$ cat src/rtl/dmem_handshake_responder.sv
// Data-memory responder: one request at a time, response after LATENCY edges.
// Optional byte strobes on stores when DMEM_BYTE_STROBE_EN is defined.
module dmem_handshake_responder #(
   parameter int DEPTH   = 64,
   parameter int LATENCY = 2
) (
   input  logic        clk,
   input  logic        reset,
   input  logic        req_valid,
   output logic        req_ready,
   input  logic        req_write,
   input  logic [31:0] req_addr,
   input  logic [31:0] req_wdata,
`ifdef DMEM_BYTE_STROBE_EN
   input  logic [3:0]  req_wstrb,
`endif
   output logic        rsp_valid,
   input  logic        rsp_ready,
   output logic [31:0] rsp_rdata,
   output logic        rsp_err
);

   localparam int AW = (DEPTH > 1) ? $clog2(DEPTH) : 1;

   localparam logic [1:0] S_IDLE = 2'd0;
   localparam logic [1:0] S_WAIT = 2'd1;
   localparam logic [1:0] S_RESP = 2'd2;

   localparam logic [3:0] LAT_M1 = 4'(LATENCY - 1);

   logic [31:0]   mem_q [DEPTH];
   logic [1:0]    state_q, state_d;
   logic [3:0]    cnt_q, cnt_d;
   logic [31:0]   rdata_q, rdata_d;
   logic          err_q, err_d;
   logic          accept;
   logic          addr_err;
   logic [AW-1:0] idx;
   logic [31:0]   wr_word;

   assign req_ready = (state_q == S_IDLE);
   assign rsp_valid = (state_q == S_RESP);
   assign rsp_rdata = rdata_q;
   assign rsp_err   = err_q;

   assign accept   = req_valid & req_ready;
   assign idx      = req_addr[AW+1:2];
   assign addr_err = (req_addr[1:0] != 2'b00)
                   | ({2'b00, req_addr[31:2]} >= 32'(DEPTH));

   // Disabled byte lanes keep the stored value.
   always_comb begin
      wr_word = req_wdata;
`ifdef DMEM_BYTE_STROBE_EN
      for (int i = 0; i < 4; i++) begin
         if (!req_wstrb[i]) begin
            wr_word[8*i +: 8] = mem_q[idx][8*i +: 8];
         end
      end
`endif
   end

   always_ff @(posedge clk) begin
      if (accept && req_write && !addr_err) begin
         mem_q[idx] <= wr_word;
      end
   end

   always_comb begin
      state_d = state_q;
      cnt_d   = cnt_q;
      rdata_d = rdata_q;
      err_d   = err_q;
      unique case (state_q)
         S_IDLE: begin
            if (req_valid) begin
               err_d   = addr_err;
               rdata_d = (!req_write && !addr_err) ? mem_q[idx] : 32'h0;
               if (LAT_M1 == 4'd0) begin
                  state_d = S_RESP;
               end else begin
                  state_d = S_WAIT;
                  cnt_d   = LAT_M1;
               end
            end
         end
         S_WAIT: begin
            if (cnt_q <= 4'd1) begin
               state_d = S_RESP;
               cnt_d   = 4'd0;
            end else begin
               cnt_d = cnt_q - 4'd1;
            end
         end
         S_RESP: begin
            if (rsp_ready) begin
               state_d = S_IDLE;
            end
         end
         default: state_d = S_IDLE;
      endcase
   end

   always_ff @(posedge clk or posedge reset) begin
      if (reset) begin
         state_q <= S_IDLE;
         cnt_q   <= 4'd0;
         rdata_q <= 32'h0;
         err_q   <= 1'b0;
      end else begin
         state_q <= state_d;
         cnt_q   <= cnt_d;
         rdata_q <= rdata_d;
         err_q   <= err_d;
      end
   end

endmodule

$ cat config.mk
export PLATFORM = sky130hd
export DESIGN_NAME = dmem_handshake_responder
export DESIGN_NICKNAME = d
export VERILOG_FILES = /design/src/rtl/dmem_handshake_responder.sv
export SDC_FILE = /design/constraint.sdc
export NUM_CORES = 2
export LEC_CHECK = 0
export BUFFER_PORTS_ARGS = -buffer_cell sky130_fd_sc_hd__buf_2
export CORE_MARGIN = 5
export CORE_UTILIZATION = 30
export CTS_CLUSTER_DIAMETER = 50
export CTS_CLUSTER_SIZE = 8
export DETAILED_ROUTE_END_ITERATION = 8
export GPL_TIMING_DRIVEN = 1
export SLEW_MARGIN = 5
export SYNTH_ARGS = -nofsm -noshare
export SYNTH_HDL_FRONTEND = slang
export SYNTH_SLANG_ARGS = --single-unit
$ cat constraint.sdc
create_clock -name clk -period 5.2 [get_ports clk]
set_input_delay 0.26 -clock clk [delete_from_list [all_inputs] [get_ports clk]]
set_output_delay 0.26 -clock clk [all_outputs]
set_load 0.02 [all_outputs]
Word level (Yosys, flattened, before mapping)
Memories as Yosys holds them, arrays and structs flattened. Cells that the tools add are included.

Bits in registers: 39. Bits in writable memories: 2048. Bits of input ports: 69. Logic and storage cells: 36. Memories: 1.

Memories: mem_q (words 64, bits a word 32, rd ports 1, clocked after Yosys merged registers in 0, write ports 1, RTL line 31) `logic [31:0] mem_q [DEPTH];`.

Add/subtract/negate cells: 1. Order comparisons: 2. Eq/ne operators: 5. Multiplexer cells: 10. Bitwise operators: 2. Reductions and logical operators: 11.

Operators by type and width (number): 2-to-1 mux 32 bit (1); greater-or-equal comparator 30 x 7 -> 1 bit, second input constant (1); 2-to-1 mux 4 bit (2); one-hot mux 4 bit (2 select lines) (1); 2-to-1 mux 2 bit (3); one-hot mux 2 bit (3 select lines) (1); less-or-equal comparator 4 x 1 -> 1 bit, second input constant (1); != test 2 bit, second input constant (2); AND reduction 2 bit (2); nonzero test 2 bit (2); subtractor 4 x 1 -> 4 bit, second input constant (1); logical AND 1 bit (3); AND reduction 3 bit (1); equality test 2 x 1 -> 1 bit, second input constant (1); equality test 2 bit, second input constant (1); zero test 1 bit (2); zero test 2 bit (1); 2-to-1 mux 1 bit (2); != test 2 x 1 -> 1 bit, second input constant (1); AND 1 bit (1); OR 1 bit (1).

Logic depth before layout (Yosys ltp)
Word-level depth: 6. Gate-level depth with buffers: 11.

Worst setup path after synthesis
No wires, ideal clock.

Kind: input-to-reg. Start point: in req_addr[4]. End point: mem mem_q[12][0] (enable). Setup time: 0.421 ns. Arrival time: 3.254 ns. Setup slack: 1.525 ns. Cell stages on the path: 8. Buffers on the path: 5. Cell sequence: buf_2 -> buf_2 -> buf_2 -> buf_1 -> clkbuf_1 -> and3_1 -> nand2_1 -> nor2_1.

Word-level cells in the longest chain between the ends: 6.

RTL lines: start: declaration (RTL line 12) `input logic [31:0] req_addr,`; greater-or-equal comparator 30 x 7 -> 1 bit (RTL line 49) `| ({2'b00, req_addr[31:2]} >= 32'(DEPTH));`; OR 1 bit (RTL line 49); zero test 1 bit (RTL line 64) `if (accept && req_write && !addr_err) begin`; logical AND 1 bit (RTL line 64); 2-to-1 mux 1 bit (RTL line 64); 2-to-1 mux 1 bit (implied by the code) (RTL line 65) `mem_q[idx] <= wr_word;`; end: declaration (RTL line 31).

Several ways; a longest one is shown, not always the timed one.

Worst setup path in the final report
Start point: reg state_q[0]. End point: mem mem_q[26][0] (enable).

Word-level cells in the longest chain between the ends: 6.

RTL lines: start: declaration (RTL line 32) `logic [1:0] state_q, state_d;`; start signal: assignment (RTL line 111) `state_q <= state_d;`; zero test 2 bit (RTL line 41) `assign req_ready = (state_q == S_IDLE);`; AND 1 bit (RTL line 46) `assign accept = req_valid & req_ready;`; logical AND 1 bit (2 in series) (RTL line 64); 2-to-1 mux 1 bit (RTL line 64); 2-to-1 mux 1 bit (implied by the code) (RTL line 65).

No other way between the ends.

==> key figures <==
Run status
  – Outcome: completed

Floorplan
  – Die Wd: 526 um
  – Core ar.: 0.265 mm2
  – Die area: 0.276 mm2
  – Die Ht: about 530 um
  – Row cnt: 189
  – Io pins: 104
  – Starting Density: 0.301

Worst setup path
  – Worst EP required: 5.78 ns
  – Worst-path maximum fanout: 19
  – Critical path's slowest cell: nor2_4
  – CP Buf/Inv Count: 2
  – Worst setup SP type: flip-flop
  – WP data arrival: ~4.4 ns
  – Critical-path cell list: or3b_2 > nand4b_4 > nor3_2 > and2_1 > nand3_1 > buf_4 > nor2_4 > buf_4
  – Critical path's top delay family: simple AND/OR/NAND/NOR gates
  – Crit Path Category: reg2reg
  – Crit. End Element: flip-flop
  – Crit path largest cell delay: just under 0.6 ns
  – Cell mode on critical path: buf_4

STA
  – Setup_tns: 0 ns
  – # setup viols final: 0
  – RSZ-0062 raised after global routing: false
  – Period utilization: 0.734
  – Slew HR: 0.0554
  – FMAX: 0.262 GHz
  – Final Max Tran Viols: 0
  – Worst hold slack: 0.0351 ns
  – Setup Skew: between 0.06 and 0.07 ns
  – Worst slew pin tran: 1.38 ns
  – Endpoints failing hold: 0
  – Post-route minimum period: 3.82 ns

Route
  – DRC violation count after routing: 0
  – DR vias: roughly 46000
  – WL final: ~270000 um
  – Routed Antenna Nets: 0
  – Vias per Instance: around 5.6
  – First DRT Iteration DRCs: 7311
  – TritonRoute pass-1 iters: 8
  – Routed WL per cell: around 33 um

Clocking
  – Sink Count: between 2000 and 2500
  – CTS max path bufs: 4
  – Clk Latency, worst-skew pair: about 0.9 ns
  – Total CTS buffers: about 310
  – Clock transition at path regs: 0.05 ns
  – H-Tree Depth: 5
  – Root Driver: clkbuf_16
  – CTS tree: yes

Power and ir drop
  – Sequential share of power: 0.482
  – Switch Pwr: 8.35 mW
  – Total power: 38.5 mW
  – Logic gate share of total power: 0.052
  – Pwr Density: 405 mW/mm2
  – Switching fraction of total power: 0.217
  – Clock power share: 0.466
  – Maximum vdd drop: 0.285 mV
  – Int Power: 30.1 mW
  – Leakage: between 20 and 30 nW

Run
  – Max-cap violations: 0

Place
  – RD Place Congestion: slightly below 0.9
  – Placement Cell Area: 0.0864 mm2
  – Placed insts: 7792
  – HPWL after DPL: between 150000 and 200000 um
  – Port buffer count: 103

Layout
  – Filler cells: between 20000 and 25000
  – Area delta synth->final: 19.1%
  – Area of the multi-input gates: 0.0166 mm2
  – Final instance area: 0.0950 mm2
  – Final Non-Filler Cells: 8247
  – Layout cells sized above 1: 0.236
  – Sequential Area: 0.0625 mm2
  – # nets final: 4652

GRT
  – Initial antenna violation count: 34
  – Global-route usage over all layers: 0.190
  – First-pass GRT wire length: 373000 um
  – Vias in the first global route: 45300
  – Grt ovf: 0
  – Largest net degree at the start of global routing: 97

Synth
  – Synth async-reset ratio: 0.0187
  – Post-synth cell types: 70
  – Synth Warn #: 0
  – EDFF count, synth: 2048
  – Mapped cell area: 0.0798 mm2
  – Most used DFF post-synth: edfxtp_1
  – Syn Area/Cell: 19.0 um2
  – Mapped Nets: 4264
  – Cells after Synth: 4193
  – Synth Register Bits: 2087
  – Seq/Total Area, Yosys: 0.783

Hold path
  – Hold Path Class: in2reg
path summary, 6_finish.rpt:
check / slack (ns) / cells after the start / from / end
min in group asynchronous: 0.13 / 4 / reset / cnt_q[3]$_DFFE_PP0P_
setup reg to reg: 1.38 / 8 / state_q[0]$_DFFE_PP0P_ / mem_q[26][0]$_DFFE_PP_
hold reg to reg: 0.47 / 2 / rsp_rdata[24]$_DFFE_PP0P_ / rsp_rdata[24]$_DFFE_PP0P_
max in group asynchronous: 4.42 / 4 / reset / rsp_rdata[28]$_DFFE_PP0P_
setup / recovery: 1.38 / 8 / state_q[0]$_DFFE_PP0P_ / mem_q[26][0]$_DFFE_PP_
hold / removal: 0.04 / 1 / req_wdata[14] / mem_q[1][14]$_DFFE_PP_
worst reg2reg max path, stage by stage (launching register included):
cell	delay (ns)
dfrtp_1	0.44
or3b_2	0.53
nand4b_4	0.23
nor3_2	0.58
and2_1	0.31
nand3_1	0.13
buf_4	0.29
nor2_4	0.60
buf_4	0.39
synth_stat cells, types with 6 or more instances:
cell type	instances	share of area
or4_1	7	0.00066
a2bb2oi_1	13	0.0014
o31ai_1	15	0.0014
a311oi_1	6	0.00066
a2111oi_0	10	0.0011
o21ai_0	119	0.0075
buf_4	10	0.00094
a211oi_1	39	0.0037
nor2b_1	21	0.0016
o22ai_1	230	0.018
o211ai_1	6	0.00056
a222oi_1	7	0.00088
a22oi_1	52	0.0049
or3_1	9	0.00071
mux2i_1	192	0.024
dfrtp_1	39	0.012
o32ai_1	15	0.0016
mux4_2	212	0.060
nand2b_1	9	0.00071
a22o_1	8	0.00088
nand3_1	12	0.00075
a21oi_1	119	0.0075
inv_1	6	0.00028
buf_1	17	0.00080
buf_2	112	0.0070
clkbuf_1	137	0.0064
a221oi_1	13	0.0014
and3_1	13	0.0010
nor4_1	19	0.0015
o22a_1	21	0.0023
and2_1	7	0.00055
mux2_2	123	0.017
a32o_1	19	0.0024
nor3_1	32	0.0020
nand2_1	152	0.0072
nor2_1	137	0.0064
edfxtp_1	2048	0.77
o221ai_1	128	0.014
final cells by class:
class	instances	share of cell area
tap	3533	0.0465
inverter	9	0.000422
clock inverter	14	0.00112
timing repair buffer	348	0.0303
multi-input combinational	1821	0.175
antenna	14	0.000369
sequential	2087	0.658
clock buffer	421	0.0885
registers in the layout, summed over array words and instances, names as in the netlist:
register and flops:
rsp_err 1, mem_q 2048, rsp_rdata 32, state_q 2, cnt_q 4
placed cells by master, fill, tap and decap left out, types with 15 or more instances in the layout:
cell type and instances:
edfxtp_1 2048, clkbuf_16 321, o22ai_1 230, mux4_2 212, buf_4 202, mux2i_1 192
nand2_1 148, o221ai_1 128, mux2_2 123, o21ai_0 119, a21oi_1 119, clkbuf_1 100
buf_2 99, nor2_1 71, nor2_4 64, a22oi_1 52, a211oi_1 39, dfrtp_1 39
buf_12 38, nor3_1 31, o22a_1 21, nor2b_1 19, a32o_1 19, nor4_1 17
o31ai_1 15, o32ai_1 15
per-layer routing:
metal,vias up,global-route usage,routed length (um)
met5,-,0,46
li1,18200,-,-
met4,8,0.0837,13300
met2,3431,0.282,120000
met3,601,0.0525,34000
met1,24200,0.260,103000
power groups by stage:
| stage | registers [mW] | clock network (mW) | logic, mW |
|---|---|---|---|
| 6_report | 18.5 | 17.9 | 2.00 |
| 5_1_grt | 18.5 | 18.9 | 2.05 |
| 4_1_cts | 18.5 | 18.1 | 1.95 |
| 3_5_place_dp | 18.9 | 0 | 1.94 |
| 3_3_place_gp | 18.9 | 0 | 1.92 |
| 2_1_floorplan | 18.9 | 0 | 0.912 |
through the flow:
stage	util	setup slack (ns)
finish	0.359	1.38
global route	0.358	1.38
CTS	0.358	1.41
detailed placement	0.326	1.22
global placement	0.326	1.23
floorplan	-	1.53
cells by family after synthesis:
group / Yosys count / share of synthesized area
flip-flops: 2087 / 0.783
AO/OA/AOI/OAI: 856 / 0.0743
multiplexers: 527 / 0.101
AND/OR/NAND/NOR: 436 / 0.0251
buffers and inverters: 285 / 0.0156
adder cells (fa/ha/maj): 2 / 0.000314
repair_timing:
action | CTS | global route
resized for setup | 0 | 0
hold buffers | 6 | 0
endpoints found under the hold margin | 44 | 0
setup buffers | 0 | 0
Power figures use the tool's default switching activity.
